<file path="config.mk">
export PLATFORM = sky130hd
export DESIGN_NAME = systolic_input_feeder
export DESIGN_NICKNAME = d
export VERILOG_FILES = /design/src/rtl/systolic_pkg.sv /design/src/rtl/systolic_input_feeder_skew_bank.sv /design/src/rtl/systolic_input_feeder.sv
export SDC_FILE = /design/constraint.sdc
export NUM_CORES = 1
export LEC_CHECK = 0
export ABC_CLOCK_PERIOD_IN_PS = 7500
export CAP_MARGIN = 20
export CORE_MARGIN = 2
export CORE_UTILIZATION = 35
export CTS_BUF_LIST = sky130_fd_sc_hd__clkbuf_8
export CTS_CLUSTER_SIZE = 40
export DETAILED_ROUTE_END_ITERATION = 16
export PLACE_DENSITY_LB_ADDON = 0.1
export SLEW_MARGIN = 20
export SYNTH_ARGS = -nofsm -noshare
export SYNTH_HDL_FRONTEND = slang
export SYNTH_SLANG_ARGS = --single-unit
</file>
<file path="constraint.sdc">
create_clock -name clk -period 7.5 [get_ports clk]
set_clock_uncertainty 0.2 [all_clocks]
set_input_delay 0.75 -clock clk [delete_from_list [all_inputs] [get_ports clk]]
set_output_delay 0.75 -clock clk [all_outputs]
set_load 0.03 [all_outputs]
</file>
<file path="src/rtl/systolic_pkg.sv">
// systolic_pkg: shared state encoding, element type and stream-length helper
// for systolic_input_feeder and its skew_bank storage.
package systolic_pkg;

    localparam int unsigned DEF_DATA_WIDTH = 16;

    typedef logic [DEF_DATA_WIDTH-1:0] data_t;

    typedef enum logic [1:0] {
        LOAD      = 2'd0,
        STREAM    = 2'd1,
        WAIT_DONE = 2'd2
    } state_t;

    // Number of cycles a skewed wavefront of a SIZE x SIZE batch occupies.
    function automatic int unsigned stream_len(input int unsigned size);
        return 2 * size - 1;
    endfunction

endpackage

</file>
<file path="src/rtl/systolic_input_feeder_skew_bank.sv">
// skew_bank: SIZE x SIZE element store. Rows are written one vector at a
// time; the read port returns the diagonally skewed lane set for step t.
module skew_bank
    import systolic_pkg::*;
#(
    parameter int unsigned SIZE       = 3,
    parameter int unsigned DATA_WIDTH = DEF_DATA_WIDTH,
    parameter int unsigned RW         = (SIZE > 1) ? $clog2(SIZE) : 1,
    parameter int unsigned TW         = $clog2(stream_len(SIZE) + 1)
) (
    input  logic                  clk,
    input  logic                  rst,
    input  logic                  i_we,
    input  logic [RW-1:0]         i_row,
    input  logic [DATA_WIDTH-1:0] i_vec  [0:SIZE-1],
    input  logic [TW-1:0]         i_t,
    output logic [DATA_WIDTH-1:0] o_data [0:SIZE-1]
);

    logic [DATA_WIDTH-1:0] r_mem [0:SIZE-1][0:SIZE-1];

    // Capture one vector per write into the addressed row; reset discards the batch.
    always_ff @(posedge clk or posedge rst) begin
        if (rst) begin
            for (int unsigned r = 0; r < SIZE; r++) begin
                for (int unsigned c = 0; c < SIZE; c++) begin
                    r_mem[r][c] <= '0;
                end
            end
        end else if (i_we) begin
            for (int unsigned c = 0; c < SIZE; c++) begin
                r_mem[i_row][c] <= i_vec[c];
            end
        end
    end

    // Lane i shows row t-i while that row lies inside the batch; a row being
    // written this very cycle is forwarded so the first step never sees stale data.
    always_comb begin
        for (int unsigned i = 0; i < SIZE; i++) begin
            o_data[i] = '0;
            if ((32'(i_t) >= i) && ((32'(i_t) - i) < SIZE)) begin
                if (i_we && (32'(i_row) == (32'(i_t) - i))) begin
                    o_data[i] = i_vec[i];
                end else begin
                    o_data[i] = r_mem[RW'(32'(i_t) - i)][i];
                end
            end
        end
    end

endmodule

</file>
<file path="src/rtl/systolic_input_feeder.sv">
// systolic_input_feeder: buffers a batch of SIZE vectors and replays it as
// the skewed wavefront a weight-stationary systolic array expects.
// Optional build macro FEEDER_DOUBLE_BUF_EN adds a second ping-pong bank so
// the next batch can be loaded while the current one streams.
module systolic_input_feeder
    import systolic_pkg::*;
#(
    parameter int unsigned SIZE       = 3,
    parameter int unsigned DATA_WIDTH = DEF_DATA_WIDTH
) (
    input  logic                  clk,
    input  logic                  rst,
    input  logic                  in_valid,
    output logic                  in_ready,
    input  logic [DATA_WIDTH-1:0] in_vec     [0:SIZE-1],
    output logic [DATA_WIDTH-1:0] array_data [0:SIZE-1],
    output logic                  array_start,
    input  logic                  array_done,
    output logic                  busy
);

    localparam int unsigned LEN = stream_len(SIZE);
    localparam int unsigned TW  = $clog2(LEN + 1);
    localparam int unsigned RW  = (SIZE > 1) ? $clog2(SIZE) : 1;
    localparam logic [TW-1:0] T_LAST   = TW'(LEN - 1);
    localparam logic [RW-1:0] ROW_LAST = RW'(SIZE - 1);

    state_t                r_state, w_state_nxt;
    logic [TW-1:0]         r_t, w_t_nxt;
    logic [RW-1:0]         r_wr_row;
    logic                  w_xfer, w_batch_done, w_pending, w_enter;
    logic [DATA_WIDTH-1:0] w_skew [0:SIZE-1];
    logic [DATA_WIDTH-1:0] r_data [0:SIZE-1];
    logic                  r_start;

    assign w_xfer       = in_valid & in_ready;
    assign w_batch_done = w_xfer & (r_wr_row == ROW_LAST);

`ifdef FEEDER_DOUBLE_BUF_EN
    logic                  r_wr_bank, r_rd_bank, r_cur_bank, w_rd_sel;
    logic [1:0]            r_full;
    logic [DATA_WIDTH-1:0] w_skew0 [0:SIZE-1];
    logic [DATA_WIDTH-1:0] w_skew1 [0:SIZE-1];

    assign in_ready  = ~r_full[r_wr_bank];
    // A batch finishing this cycle into the next read bank already counts as pending.
    assign w_pending = r_full[r_rd_bank] | (w_batch_done & (r_wr_bank == r_rd_bank));
    assign w_rd_sel  = w_enter ? r_rd_bank : r_cur_bank;

    skew_bank #(.SIZE(SIZE), .DATA_WIDTH(DATA_WIDTH), .RW(RW), .TW(TW)) u_bank0 (
        .clk(clk), .rst(rst), .i_we(w_xfer & ~r_wr_bank), .i_row(r_wr_row),
        .i_vec(in_vec), .i_t(w_t_nxt), .o_data(w_skew0)
    );

    skew_bank #(.SIZE(SIZE), .DATA_WIDTH(DATA_WIDTH), .RW(RW), .TW(TW)) u_bank1 (
        .clk(clk), .rst(rst), .i_we(w_xfer & r_wr_bank), .i_row(r_wr_row),
        .i_vec(in_vec), .i_t(w_t_nxt), .o_data(w_skew1)
    );

    // Select the bank being streamed (or about to be) for the skewed read.
    always_comb begin
        for (int unsigned i = 0; i < SIZE; i++) begin
            w_skew[i] = w_rd_sel ? w_skew1[i] : w_skew0[i];
        end
    end

    // Ping-pong bookkeeping: fill on batch completion, free once the stream ends.
    always_ff @(posedge clk or posedge rst) begin
        if (rst) begin
            r_wr_bank  <= 1'b0;
            r_rd_bank  <= 1'b0;
            r_cur_bank <= 1'b0;
            r_full     <= '0;
        end else begin
            if (w_batch_done) begin
                r_full[r_wr_bank] <= 1'b1;
                r_wr_bank         <= ~r_wr_bank;
            end
            if (w_enter) begin
                r_cur_bank <= r_rd_bank;
                r_rd_bank  <= ~r_rd_bank;
            end
            if ((r_state == STREAM) && (r_t == T_LAST)) begin
                r_full[r_cur_bank] <= 1'b0;
            end
        end
    end
`else
    assign in_ready  = (r_state == LOAD);
    assign w_pending = w_batch_done;

    skew_bank #(.SIZE(SIZE), .DATA_WIDTH(DATA_WIDTH), .RW(RW), .TW(TW)) u_bank (
        .clk(clk), .rst(rst), .i_we(w_xfer), .i_row(r_wr_row),
        .i_vec(in_vec), .i_t(w_t_nxt), .o_data(w_skew)
    );
`endif

    // State and stream-step registers.
    always_ff @(posedge clk or posedge rst) begin
        if (rst) begin
            r_state <= LOAD;
            r_t     <= '0;
        end else begin
            r_state <= w_state_nxt;
            r_t     <= w_t_nxt;
        end
    end

    // Next-state and next-step decode; a full batch starts the stream at step 0.
    always_comb begin
        w_state_nxt = r_state;
        w_t_nxt     = '0;
        w_enter     = 1'b0;
        case (r_state)
            LOAD: begin
                if (w_pending) begin
                    w_state_nxt = STREAM;
                    w_enter     = 1'b1;
                end
            end
            STREAM: begin
                if (r_t == T_LAST) begin
                    w_state_nxt = WAIT_DONE;
                end else begin
                    w_t_nxt = r_t + TW'(1);
                end
            end
            WAIT_DONE: begin
                if (array_done) begin
                    if (w_pending) begin
                        w_state_nxt = STREAM;
                        w_enter     = 1'b1;
                    end else begin
                        w_state_nxt = LOAD;
                    end
                end
            end
            default: w_state_nxt = LOAD;
        endcase
    end

    // Write row pointer, wrapping once per batch.
    always_ff @(posedge clk or posedge rst) begin
        if (rst) begin
            r_wr_row <= '0;
        end else if (w_xfer) begin
            r_wr_row <= (r_wr_row == ROW_LAST) ? '0 : r_wr_row + RW'(1);
        end
    end

    // Outputs are registered against the upcoming state so lanes, start and
    // state change on the same edge; lanes are forced to zero outside STREAM.
    always_ff @(posedge clk or posedge rst) begin
        if (rst) begin
            r_start <= 1'b0;
            for (int unsigned i = 0; i < SIZE; i++) begin
                r_data[i] <= '0;
            end
        end else begin
            r_start <= w_enter;
            for (int unsigned i = 0; i < SIZE; i++) begin
                r_data[i] <= (w_state_nxt == STREAM) ? w_skew[i] : '0;
            end
        end
    end

    assign array_data  = r_data;
    assign array_start = r_start;
    assign busy        = (r_state != LOAD);

endmodule

</file>
=== After elaboration in Yosys (flattened, before gate mapping) ===
Cells that the tools add are included.

* Bits of input ports: 52
* Bits in writable memories: 0
* Memory bits (read-only): 0
* Bits in registers: 200
* Word-level logic and storage cells: 90
* Bits in latches: 0
* Memories kept: 0

* Multipliers: 0
* Shifts and indexed selects: 0
* Div/mod/pow operators: 0
* Order comparisons: 10
* Multiplexer cells: 38
* Reduce and logical (&&, ||, !) cells: 8
* Add/subtract/negate cells: 4
* Bitwise gates (word level): 6
* Eq/ne operators: 8

{| class="wikitable"
|+ Operators with widths
! kind !! count
|-
| $bwmux W144 || 3
|-
| $bmux W48 S2 || 3
|-
| $demux W48 S2 || 3
|-
| $mux W16 || 12
|-
| $mux W48 || 3
|-
| $mux W32 || 3
|-
| $eq A2 B32 Y1 || 2
|-
| $lt A32 B2 Y1 const B || 2
|-
| $ge A3 B3 Y1 const B || 4
|-
| $not A2 Y3 || 4
|-
| $mux W2 || 4
|-
| $logic_and A1 B1 Y1 || 6
|-
| $mux W3 || 2
|-
| $pmux W2 S3 || 1
|-
| $eq A2 B1 Y1 const B || 2
|-
| $eq A2 B2 Y1 const B || 2
|-
| $sub A3 B1 Y4 const B || 1
|-
| $sub A3 B2 Y4 const B || 1
|-
| $add A3 B1 Y3 const B || 1
|-
| $eq A2 B3 Y1 || 1
|-
| $eq A3 B3 Y1 const B || 1
|-
| $ge A3 B1 Y1 const B || 1
|-
| $ge A3 B2 Y1 const B || 1
|-
| $lt A3 B1 Y1 const B || 1
|-
| other kinds (7) || 10
|}

=== Logic depth before layout (Yosys ltp) ===
Gate-level depths: netlist of run 1.

* Word-level depth: 11
* Depth in mapped cells: 13
* Mapped depth without buffers: 11

=== By module ===
Synthesis of run 1 repeated with hierarchy kept, for this count alone.

* Cells, all modules: 855
* Area total of the unflattened synthesis: 10583.9 um2

{| class="wikitable"
|+ Modules (own cells, without submodules)
! module !! cells an instance !! times used !! area an instance (um2) !! sequential area each (um2)
|-
| skew_bank || 600 || 1 || 7517.2 || 3603.5
|-
| systolic_input_feeder || 255 || 1 || 3066.7 || 1401.3
|}

=== Least setup slack after synthesis of run 1 ===
Ideal clock, no wire load.

* Path kind: reg2reg
* Start point: register r_t[0]
* End point: register r_data (netlist bit array_data[21])
* Slack: 4.302 ns
* Period minus slack after synthesis: 3.198 ns
* Data arrival time: 2.840 ns
* Required time: 7.142 ns
* Cell stages (with the launch flop): 14
* Path buffers: 4
* Path through: dfrtp_1 -> clkbuf_1 -> inv_1 -> ha_1 -> nand2_1 -> nand3_1 -> clkbuf_1 -> clkbuf_1 -> ha_1 -> xor2_1 -> nand2_1 -> a211o_1 -> buf_1 -> a41oi_2

* Longest elaborated chain between the ends: 11
* Elaborated cells between the ends (all ways): 20

{| class="wikitable"
|+ Ends and longest elaborated chain
! what !! RTL line !! text
|-
| from (decl) || systolic_input_feeder.sv:29 || <nowiki>logic [TW-1:0] r_t, w_t_nxt;</nowiki>
|-
| from (signal assigned) || systolic_input_feeder.sv:105 || <nowiki>r_t <= w_t_nxt;</nowiki>
|-
| parallel branches: the longest is 10 deep, another holds $lt A32 B2 Y1 || - ||
|-
| $mux W16 (*) || systolic_input_feeder.sv:162 || <nowiki>r_data[i] <= (w_state_nxt == STREAM) ? w_skew[i] : '0;</nowiki>
|-
| to (signal, indexed assignment) || systolic_input_feeder.sv:162 ||
|-
| to (decl) || systolic_input_feeder.sv:33 || <nowiki>logic [DATA_WIDTH-1:0] r_data [0:SIZE-1];</nowiki>
|}

Every way passes the cells marked *. The select of a mux whose other input is x is not followed.
A chain may end at the register's enable or synchronous reset.

=== Worst setup path after layout of run 1 ===
* Start point: register r_t[0]
* End point: register r_data (netlist bit array_data[17])

The elaborated chain is that of the path after synthesis.

==> implementation parameters, run 1 <==
Parameter                              Value

Finish
  Final Core Density    approximately 42%
  Commonest non-fill, non-tap cell in the layout    dfrtp_1
  Antenna Cells    0
  Number of fill cells    ~2300
  Sequential cell area in the final layout    0.005005 sq mm
  Most frequent cells in the layout    dfrtp_1, nand2_1, clkdlybuf4s50_1
  Ratio of cells with drive above 1 in the final layout    19.24%
  Syn-to-layout area delta    19.17%
  Multi-input gate area in the final layout    approximately 0.0033 sq mm
  Nets    between 800 and 900

STA
  Unrepaired setup endpoints after global routing    no
  Final critical delay including setup and external delays    roughly 4.5 ns
  Max-slew violation count    0
  Final critical-path share of the clock period    59.90%
  Setup Viol. Count Final    0
  Hold violation total from the final report    0
  Fmax achieved    ~0.22 GHz
  Final sum of negative setup slack    0 ns
  Tightest Pin Transition    roughly 1 ns
  Worst rel slew slack    31.91%

Detailed routing
  Post-detailed-route count of antenna-violating nets    0
  Total wire length    21780 um
  DRC marker count from the first detailed-route iteration    slightly below 400
  Drt wl/cell    18.76 um
  DR pass1 iterations    5
  DR DRC count    0
  Number of vias in the routed layout    about 6000
  Via-to-Cell Ratio    roughly 5.2

Clock tree
  Cts bufs inserted    17
  Count of buffers added by post-CTS timing repair for setup    0
  Root Buffer    clkbuf_8
  Num Clock Sinks    200
  Buffer depth of the longest clock path    2
  Clock tree from TritonCTS    yes
  Count of hold-fix buffers inserted at cts    0
  Number of levels in the clock H-tree    4
  Clock transition at the registers of the reported paths    0.10 ns
  Worst-skew pair later-pin latency    between 0.4 and 0.5 ns
  CTS-repair resized insts    0

Yosys
  Cell area after synthesis    approximately 0.0086 sq mm
  EDFF count, synth    0
  Cell type contributing the most total cell area after synthesis    dfrtp_1
  Syn Area/Cell    11.54 sq um
  Top-area cell type share of the netlist area    approximately 58%
  Post-synthesis sequential area ratio    between 50% and 60%
  Distinct cell type count of the synthesized netlist    39
  Instance count of the mapped netlist    between 700 and 800
  Main area contributors after synthesis    dfrtp_1, mux2_2, nand2_1
  Syn nets    around 810
  Synthesis-stage register bit count    200
  Async set-or-reset flop fraction in the synthesized netlist    100.0%
  Total number of yosys warnings    0
  Most common flop cell mapped by yosys    dfrtp_1

GRT
  Maximum number of pins on one net before global-route repair    128
  Total global-route track usage    between 10% and 20%
  Vias in the first global route    around 6400
  First-pass GRT wire length    approximately 35000 um
  Residual overflow from global routing    0
  Antenna violations before repair    0

Worst hold path
  Class of the tightest hold or removal check    reg -> reg
  Number of cells traversed by the worst hold path    2

Power
  LEAKAGE    between 4 and 5 nW
  Power per Cell Area    slightly above 400 mW/mm^2
  Comb power frac    around 42%
  Max VDD drop    ~0.20 mV
  Psw    1.645 mW
  Sequential Power Share    a little over two fifths
  Power consumption    4.200 mW
  Internal    approximately 2.6 mW
  Switching power share of the total    39.18%
  Portion of total power attributed to the clock network    15.8%

Worst setup path
  Logic depth of the worst register-to-register path    11
  CP startpoint kind    flop
  Required time at the endpoint of the critical path    7.58 ns
  Critical path class    reg -> reg
  Critical Path AT    about 4.6 ns
  Maximum fanout along the worst path    49
  Crit path cell chain    buf_4, inv_1, ha_1, nand2_1, nand3_1, ha_1, buf_4, xor2_1, nand2_1, a211o_1, a41oi_1
  Critical path depth in cells    11
  Worst setup EP type    flop
  Longest individual stage delay on the worst path    approximately 0.7 ns
  Crit path buf inv count    3
  Kind of cell adding the most delay to the critical path    buffers and inverters
  Critical Path Slowest Stage Cell    nand3_1

Die
  Site row count    57
  Area of the core    around 0.024 sq mm
  Chip Height    about 160 um
  Top Ports    between 100 and 150
  Floorplan die area    0.02594 sq mm
  Initial cell density of the core    between 30% and 40%
  Horizontal die dimension    161.1 um

Placed design
  Total of buffers placed on input and output ports    between 100 and 150
  Final GP Congestion    around 0.78
  HPWL after DPL    approximately 13000 um

Status
  Status    complete, no violations

Run
  Number of max-cap violations    0
==> worst min-delay path: stages (launching register included) <==
cell and delay [ns]:
dfrtp_1 0.35, nand2_1 0.05, nand2_1 0.05
==> final timing paths <==
| path | startpoint | endpoint | slack, ns |
|---|---|---|---|
| worst min-delay path | u_bank.r_mem[30] | u_bank.r_mem[30] | 0.28 |
| worst min register to register | u_bank.r_mem[30] | u_bank.r_mem[30] | 0.28 |
| worst max-delay path | r_t[0] | array_data[17] | 3.01 |
| worst max register to register | r_t[0] | array_data[17] | 3.01 |
| max in group asynchronous | rst | u_bank.r_mem[38] | 4.91 |
| min in group asynchronous | rst | u_bank.r_mem[123] | 0.67 |
==> logic make-up after synthesis <==
family	count (synthesis)	share of synthesized area [%]
simple gates	231	11.68
flops	200	57.97
compound gates	131	12.33
mux	100	13.04
buf+inv	77	3.753
fa+ha+maj	7	1.014
xor+xnor	2	0.2029
==> registers in the layout, indices dropped and copies added, names as in the netlist <==
register / count
r_t: 3
array_data: 48
r_state: 2
r_wr_row: 2
array_start: 1
u_bank.r_mem: 144
==> metrics by stage <==
step / hold WS, ns / setup WS, ns / cells / instance area [sq um]
2_1_floorplan: 0.2376 / 1.096 / 748 / 8633
3_3_place_gp: 0.2512 / 2.973 / 1128 / 9905
3_5_place_dp: 0.2592 / 2.964 / 1128 / 9911
4_1_cts: 0.2821 / 2.949 / 1160 / 10280
5_1_grt: 0.3021 / 2.629 / 1161 / 10290
6_report: 0.2783 / 3.008 / 1161 / 10290
==> routing by layer <==
metal	wire length [um]	track usage, %	part of all wire (%)
met1	9974	23.44	46
met2	10630	28.66	49
met3	976	3.518	4.5
met4	202	4.018	0.93
met5	0	0	0
==> Yosys cell counts (all sizes together) (6+ instances only) <==
library cell and n:
a41oi 15, o21ai 25, a21oi 20, ha 7, dfrtp 200, a221oi 32, a211oi 14, a22o 16
inv 23, nor2 8, nand3b 16, nand3 32, nand2 160, mux2 100, nor3 6, clkbuf 36
buf 17
==> final cells by class <==
type | instances | area share [%]
Multi-Input combinational cell | 471 | 32.36
Inverter | 24 | 0.9486
Tap cell | 324 | 3.940
Timing Repair Buffer | 110 | 10.54
Clock inverter | 13 | 1.022
Sequential cell | 200 | 48.64
Clock buffer | 19 | 2.542
==> power groups by stage <==
stage | combinational (mW) | clock (mW) | sequential [mW]
after floorplan | 1.27 | 0 | 1.78
after global placement | 1.72 | 0 | 1.77
after detailed placement | 1.79 | 0 | 1.78
after CTS | 1.79 | 0.686 | 1.76
after global routing | 1.96 | 0.734 | 1.81
final | 1.77 | 0.665 | 1.76
(Power assumes the default switching activity.)
==> inputs of run 2 (changes only) <==
- ABC_CLOCK_PERIOD_IN_PS: 7500 -> 4200
- clock period: 7.5 -> 4.2 ns (I/O delays scaled with it)
==> run 2 against run 1 <==
Flip-flop and latch count unchanged. Critical path type unchanged. Largest cell class unchanged. Sequential share of layout area fell by 0.54 points. Non-clock buffer count up 11. First-iteration DRC count decreased by 9.6%. Register-to-register slack worse by 2.1 ns. Clock power rose by 85%. Clock-buffer cell count rose by 1. Critical path depth is 1 lower. Via count about the same. Maximum frequency increased by 36%. Cell area increased by 1.1%.
==> implementation parameters, run 2 (synthesis gave the netlist of run 1 again) <==
Parameter                              Value

Placed design
  Total of buffers placed on input and output ports    102 (unchanged)
  Worst slack, placed    0.6654 ns (-2.298 ns)
  Final GP Congestion    0.7755 (-0.10%)
  HPWL after DPL    12990 um (+0.84%)

Power
  Portion of total power attributed to the clock network    16.2% (+0.4 points)
  LEAKAGE    4.513 nW (+1.3%)
  Internal    4.634 mW (+81%)
  Switching power share of the total    38.82% (-0.36 points)
  Power consumption    7.574 mW (+80%)
  Comb power frac    42.6% (+0.4 points)
  Sequential Power Share    41.2% (-0.8 points)
  Max VDD drop    0.3507 mV (+76%)
  Psw    2.940 mW (+79%)
  Power per Cell Area    728.0 mW/mm^2 (+78%)

Worst setup path
  CP startpoint kind    flop
  Timing startpoint of the critical path    r_t[0]
  Termination of the worst setup path    array_data[15]
  Logic depth of the worst register-to-register path    10 (-1)
  Critical Path Slowest Stage Cell    buf_4
  Critical path class    reg -> reg
  Worst setup EP type    flop
  Critical Path AT    3.47 ns (-1.11 ns)
  Required time at the endpoint of the critical path    4.35 ns (-3.23 ns)
  Crit path cell chain    buf_4, ha_1, xor2_1, nand2_1, ha_1, or2_2, a211oi_4, buf_4, a221oi_1, a211oi_1
  Maximum fanout along the worst path    33 (-33%)
  Endpoint of the worst-slack reg-to-reg timing path    array_data[15]
  Longest individual stage delay on the worst path    0.45 ns (-0.25 ns)
  Register-to-register setup slack    0.89 ns (-2.12 ns)
  R2r startpoint    r_t[0]

Die
  Area of the core    0.02425 sq mm (unchanged)
  Chip Height    161.1 um (unchanged)
  Floorplan die area    0.02594 sq mm (unchanged)
  Site row count    57 (unchanged)
  Horizontal die dimension    161.1 um (unchanged)
  Top Ports    103 (unchanged)
  Initial cell density of the core    35.60% (unchanged)

STA
  Final critical-path share of the clock period    78.87% (+19 points)
  Final sum of negative setup slack    0 ns (unchanged)
  Max-slew violation count    0 (unchanged)
  Hold violation total from the final report    0 (unchanged)
  Hold Slack    0.2557 ns (-0.02259 ns)
  Tightest Pin Transition    0.9217 ns (-0.09966 ns)
  Final critical delay including setup and external delays    3.312 ns (-1.180 ns)
  Worst rel slew slack    38.40% (+6.5 points)
  Fmax achieved    0.3019 GHz (+36%)
  Final worst slack    0.8875 ns (-2.120 ns)
  Unrepaired setup endpoints after global routing    no
  Setup Viol. Count Final    0 (unchanged)

Clock tree
  Count of hold-fix buffers inserted at cts    0 (unchanged)
  Root Buffer    clkbuf_8
  Count of buffers added by post-CTS timing repair for setup    0 (unchanged)
  Cts bufs inserted    17 (unchanged)
  Worst-skew pair later-pin latency    0.46 ns (about the same)
  Num Clock Sinks    200 (unchanged)
  Clock tree from TritonCTS    yes
  Buffer depth of the longest clock path    2 (unchanged)
  Number of levels in the clock H-tree    4 (unchanged)
  Clock transition at the registers of the reported paths    0.10 ns (about the same)
  CTS-repair resized insts    0 (unchanged)

GRT
  Total global-route track usage    17.08% (-0.19 points)
  Antenna violations before repair    0 (unchanged)
  Maximum number of pins on one net before global-route repair    65 (-49%)
  Vias in the first global route    6336 (-0.78%)
  First-pass GRT wire length    34730 um (-1.6%)
  Residual overflow from global routing    0 (unchanged)

Finish
  Flip-flop count of the largest register after layout    144 (unchanged)
  Ratio of cells with drive above 1 in the final layout    20.28% (+1.0 points)
  Final Core Density    42.91% (+0.48 points)
  Nets    894 (+1.2%)
  Most frequent cells in the layout    dfrtp_1, nand2_1, clkdlybuf4s50_1
  Commonest non-fill, non-tap cell in the layout    dfrtp_1
  Sequential cell area in the final layout    0.005005 sq mm (unchanged)
  Register containing the most flip-flops in the final layout    u_bank.r_mem
  Syn-to-layout area delta    20.52%
  Multi-input gate area in the final layout    0.003319 sq mm (-0.30%)
  Number of fill cells    2330 (+2.1%)
  Antenna Cells    0 (unchanged)

Detailed routing
  DRC marker count from the first detailed-route iteration    350 (-9.6%)
  Number of vias in the routed layout    6007 (-0.067%)
  DR pass1 iterations    5 (unchanged)
  Drt wl/cell    18.20 um (-3.0%)
  Total wire length    21330 um (-2.1%)
  Via-to-Cell Ratio    5.125 (-1.0%)
  Post-detailed-route count of antenna-violating nets    0 (unchanged)
  DR DRC count    0 (unchanged)

Worst hold path
  Class of the tightest hold or removal check    in -> async

Status
  Status    complete, no violations

Run
  Number of max-cap violations    0 (unchanged)
run 2: cell types whose count changed in the layout (fill, tap and decap cells not counted), sizes merged:
cell | previous run | this run
clkbuf | 19 | 20
clkinv | 8 | 6
clkinvlp | 1 | 2
buf | 8 | 19
run 2: cell type report:
cell class	count	share of cell area (%)
flip-flops and latches	200	48.10
multi-input cells	471	31.90
repair buffers	121	11.42
well taps	324	3.896
clock buffers	20	2.645
clock inverters	12	1.130
inverters	24	0.9019
run 2: how the worst min path moves through the flow:
stage / slack [ns] / depth (start not counted) / start / end
after floorplan: 0.24 / 2 / u_bank.r_mem[30] / u_bank.r_mem[30]
after global placement: 0.25 / 2 / u_bank.r_mem[30] / u_bank.r_mem[30]
after detailed placement: 0.26 / 2 / u_bank.r_mem[24] / u_bank.r_mem[24]
after CTS: 0.25 / 2 / rst / u_bank.r_mem[104]
after global routing: 0.28 / 2 / rst / array_data[10]
final: 0.26 / 2 / rst / u_bank.r_mem[58]
run 2: critical path: cells and delay by family, from the launching register on:
kind,cells,cell delay [ns]
AO/OA/AOI/OAI,3,0.55
XOR/XNOR,1,0.27
adder cells (fa/ha/maj),2,0.61
buffers and inverters,2,0.72
flip-flops,1,0.35
AND/OR/NAND/NOR,2,0.52
run 2: layer usage:
metal	wire length, um	GRT usage, %
met5	0	0
met4	204	4.424
met3	951	3.621
met2	10540	28.74
met1	9636	22.56
run 2: power groups by stage:
stage | registers [mW] | logic (mW) | clock network (mW)
finish | 3.12 | 3.22 | 1.23
global route | 3.22 | 3.55 | 1.36
CTS | 3.12 | 3.26 | 1.28
detailed placement | 3.16 | 3.26 | 0
global placement | 3.11 | 3.19 | 0
floorplan | 3.18 | 2.26 | 0
run 2: per-stage QoR:
step | std cells | cell area, sq um
after floorplan | 748 | 8637
after global placement | 1140 | 10010
after detailed placement | 1140 | 10010
after CTS | 1172 | 10410
after global routing | 1172 | 10410
final | 1172 | 10410
==> inputs of run 3 (changes only) <==
- ABC_CLOCK_PERIOD_IN_PS: 4200 -> 2740
- clock period: 4.2 -> 2.74 ns (I/O delays scaled with it)
==> run 3 against run 2 <==
Global-route usage up 0.50 points. Combinational power up 65%. Clock-buffer cell count down 3. Maximum frequency up 24%. Critical path type unchanged. Largest power group unchanged.
==> implementation parameters, run 3 (synthesis gave the netlist of run 1 again) <==
Parameter                              Value

Status
  Status    complete, no violations

Finish
  Flip-flop count of the largest register after layout    144 (unchanged)
  Nets    921 (+3.0%)
  Most frequent cells in the layout    dfrtp_1, nand2_1, clkdlybuf4s50_1
  Post-route design area    0.01076 sq mm (+3.5%)
  Antenna Cells    0 (unchanged)
  Register containing the most flip-flops in the final layout    u_bank.r_mem
  Ratio of cells with drive above 1 in the final layout    24.11% (+3.8 points)
  Commonest non-fill, non-tap cell in the layout    dfrtp_1
  Syn-to-layout area delta    24.68%
  Final Core Density    44.39% (+1.5 points)

Worst setup path
  Critical Path Slowest Stage Cell    dfrtp_1
  R2r startpoint    r_t[0]
  Most common cell on crit path    inv_2
  Critical Path AT    2.83 ns (-0.64 ns)
  CP startpoint kind    flop
  Kind of cell adding the most delay to the critical path    simple AND/OR/NAND/NOR gates
  Crit path cell chain    inv_2, ha_2, and2_4, nor2_4, nand2_4, inv_2, ha_4, or2_4, a211oi_4, buf_12, clkbuf_16, a221oi_1, a211oi_1
  Worst setup EP type    flop
  Logic depth of the worst register-to-register path    13 (+3)
  Timing startpoint of the critical path    r_t[0]
  Required time at the endpoint of the critical path    2.91 ns (-1.44 ns)
  Maximum fanout along the worst path    7 (-79%)
  Register-to-register setup slack    0.08 ns (-0.81 ns)
  Critical path class    reg -> reg
  Endpoint of the worst-slack reg-to-reg timing path    array_data[11]
  Longest individual stage delay on the worst path    0.40 ns (-0.05 ns)
  Crit path buf inv count    4 (+2)

STA
  Final sum of negative setup slack    0 ns (unchanged)
  Tightest Pin Transition    0.9477 ns (+0.02602 ns)
  Fmax achieved    0.3753 GHz (+24%)
  Max-slew violation count    0 (unchanged)
  Hold violation total from the final report    0 (unchanged)
  Setup Viol. Count Final    0 (unchanged)
  Worst rel slew slack    36.82% (-1.6 points)
  Final worst slack    0.07567 ns (-0.8119 ns)
  Final critical-path share of the clock period    97.24% (+18 points)
  Unrepaired setup endpoints after global routing    yes
  Final critical delay including setup and external delays    2.664 ns (-0.6481 ns)

Placed design
  Final GP Congestion    0.7897 (+1.8%)
  HPWL after DPL    13890 um (+6.9%)
  Total of buffers placed on input and output ports    102 (unchanged)
  Area of placed instances    0.01030 sq mm (+2.8%)
  Worst slack, placed    0.004596 ns (-0.6608 ns)

GRT
  Antenna violations before repair    0 (unchanged)
  Total global-route track usage    17.58% (+0.50 points)
  First-pass GRT wire length    35580 um (+2.5%)
  Residual overflow from global routing    0 (unchanged)
  Vias in the first global route    6463 (+2.0%)
  Maximum number of pins on one net before global-route repair    78 (+20%)

Power
  Max VDD drop    0.4912 mV (+40%)
  Power per Cell Area    1102 mW/mm^2 (+51%)
  Power consumption    11.87 mW (+57%)
  LEAKAGE    4.671 nW (+3.5%)

Clock tree
  Root Buffer    clkbuf_8
  Num Clock Sinks    200 (unchanged)
  Count of hold-fix buffers inserted at cts    0 (unchanged)
  Clock transition at the registers of the reported paths    0.11 ns (about the same)
  Clock tree from TritonCTS    yes
  Cts bufs inserted    17 (unchanged)
  Worst-skew pair later-pin latency    0.46 ns (about the same)
  Number of levels in the clock H-tree    4 (unchanged)
  Buffer depth of the longest clock path    2 (unchanged)

Detailed routing
  Total wire length    22270 um (+4.4%)
  DRC marker count from the first detailed-route iteration    368 (+5.1%)
  DR pass1 iterations    4 (-1)
  Via-to-Cell Ratio    5.148 (+0.45%)
  Post-detailed-route count of antenna-violating nets    0 (unchanged)
  Drt wl/cell    18.57 um (+2.0%)
  DR DRC count    0 (unchanged)
  Number of vias in the routed layout    6173 (+2.8%)

Run
  Number of max-cap violations    0 (unchanged)

Die
  Area of the core    0.02425 sq mm (unchanged)
  Chip Height    161.1 um (unchanged)
  Top Ports    103 (unchanged)
  Site row count    57 (unchanged)
  Floorplan die area    0.02594 sq mm (unchanged)
  Initial cell density of the core    35.60% (unchanged)
  Horizontal die dimension    161.1 um (unchanged)

Worst hold path
  Class of the tightest hold or removal check    in -> async
==> run 3: cell count changes in the layout (fill, tap and decap cells not counted), sizes merged <==
cell,delta
bufinv,-1
inv,+2
clkinvlp,+1
clkinv,+1
buf,+25
clkbuf,-1
==> run 3: cell type report <==
type | instances | area, sq um
clock buffer | 17 | 234.0
clock inverter | 15 | 117.6
fill | 2279 | 13480
inverter | 24 | 93.84
multi-input combinational | 471 | 3382
sequential | 200 | 5005
tap | 324 | 405.4
timing repair buffer | 148 | 1526
==> run 3: timing repair <==
item | in CTS | in global routing
resized for setup | 0 | 6
setup buffers | 0 | 3
endpoints found under the setup margin | 0 | 22
==> run 3: metal layers <==
| metal | vias up | share of wire [%] | track usage (%) |
|---|---|---|---|
| met5 | - | 0 | 0 |
| met4 | 0 | 0.59 | 3.531 |
| met3 | 7 | 4.2 | 3.801 |
| met2 | 149 | 49 | 29.54 |
| met1 | 3156 | 46 | 23.64 |
| li1 | 2861 | - | - |
==> run 3: through the flow <==
step                instances  hold slack, ns
floorplan                 748          0.1631
global route             1199         0.01753
global placement         1162          0.2510
finish                   1199         0.01126
CTS                      1194        0.007763
detailed placement       1162          0.2636
==> run 3: where the power goes <==
group	leakage [nW]	switching (mW)	internal, mW
sequential	2.51	0.666	4.15
clock	0.182	1.10	0.648
combinational	1.98	2.89	2.42
==> run 3: worst max path at each step <==
| stage | slack (ns) | to | cells past startpoint |
|---|---|---|---|
| global route | -0.04 | array_data[19] | 11 |
| CTS | 0.005 | array_data[1] | 12 |
| finish | 0.08 | array_data[11] | 13 |
| detailed placement | 0.005 | array_data[17] | 7 |
| floorplan | -0.32 | array_data[0] | 1 |
| global placement | 0.01 | array_data[19] | 7 |
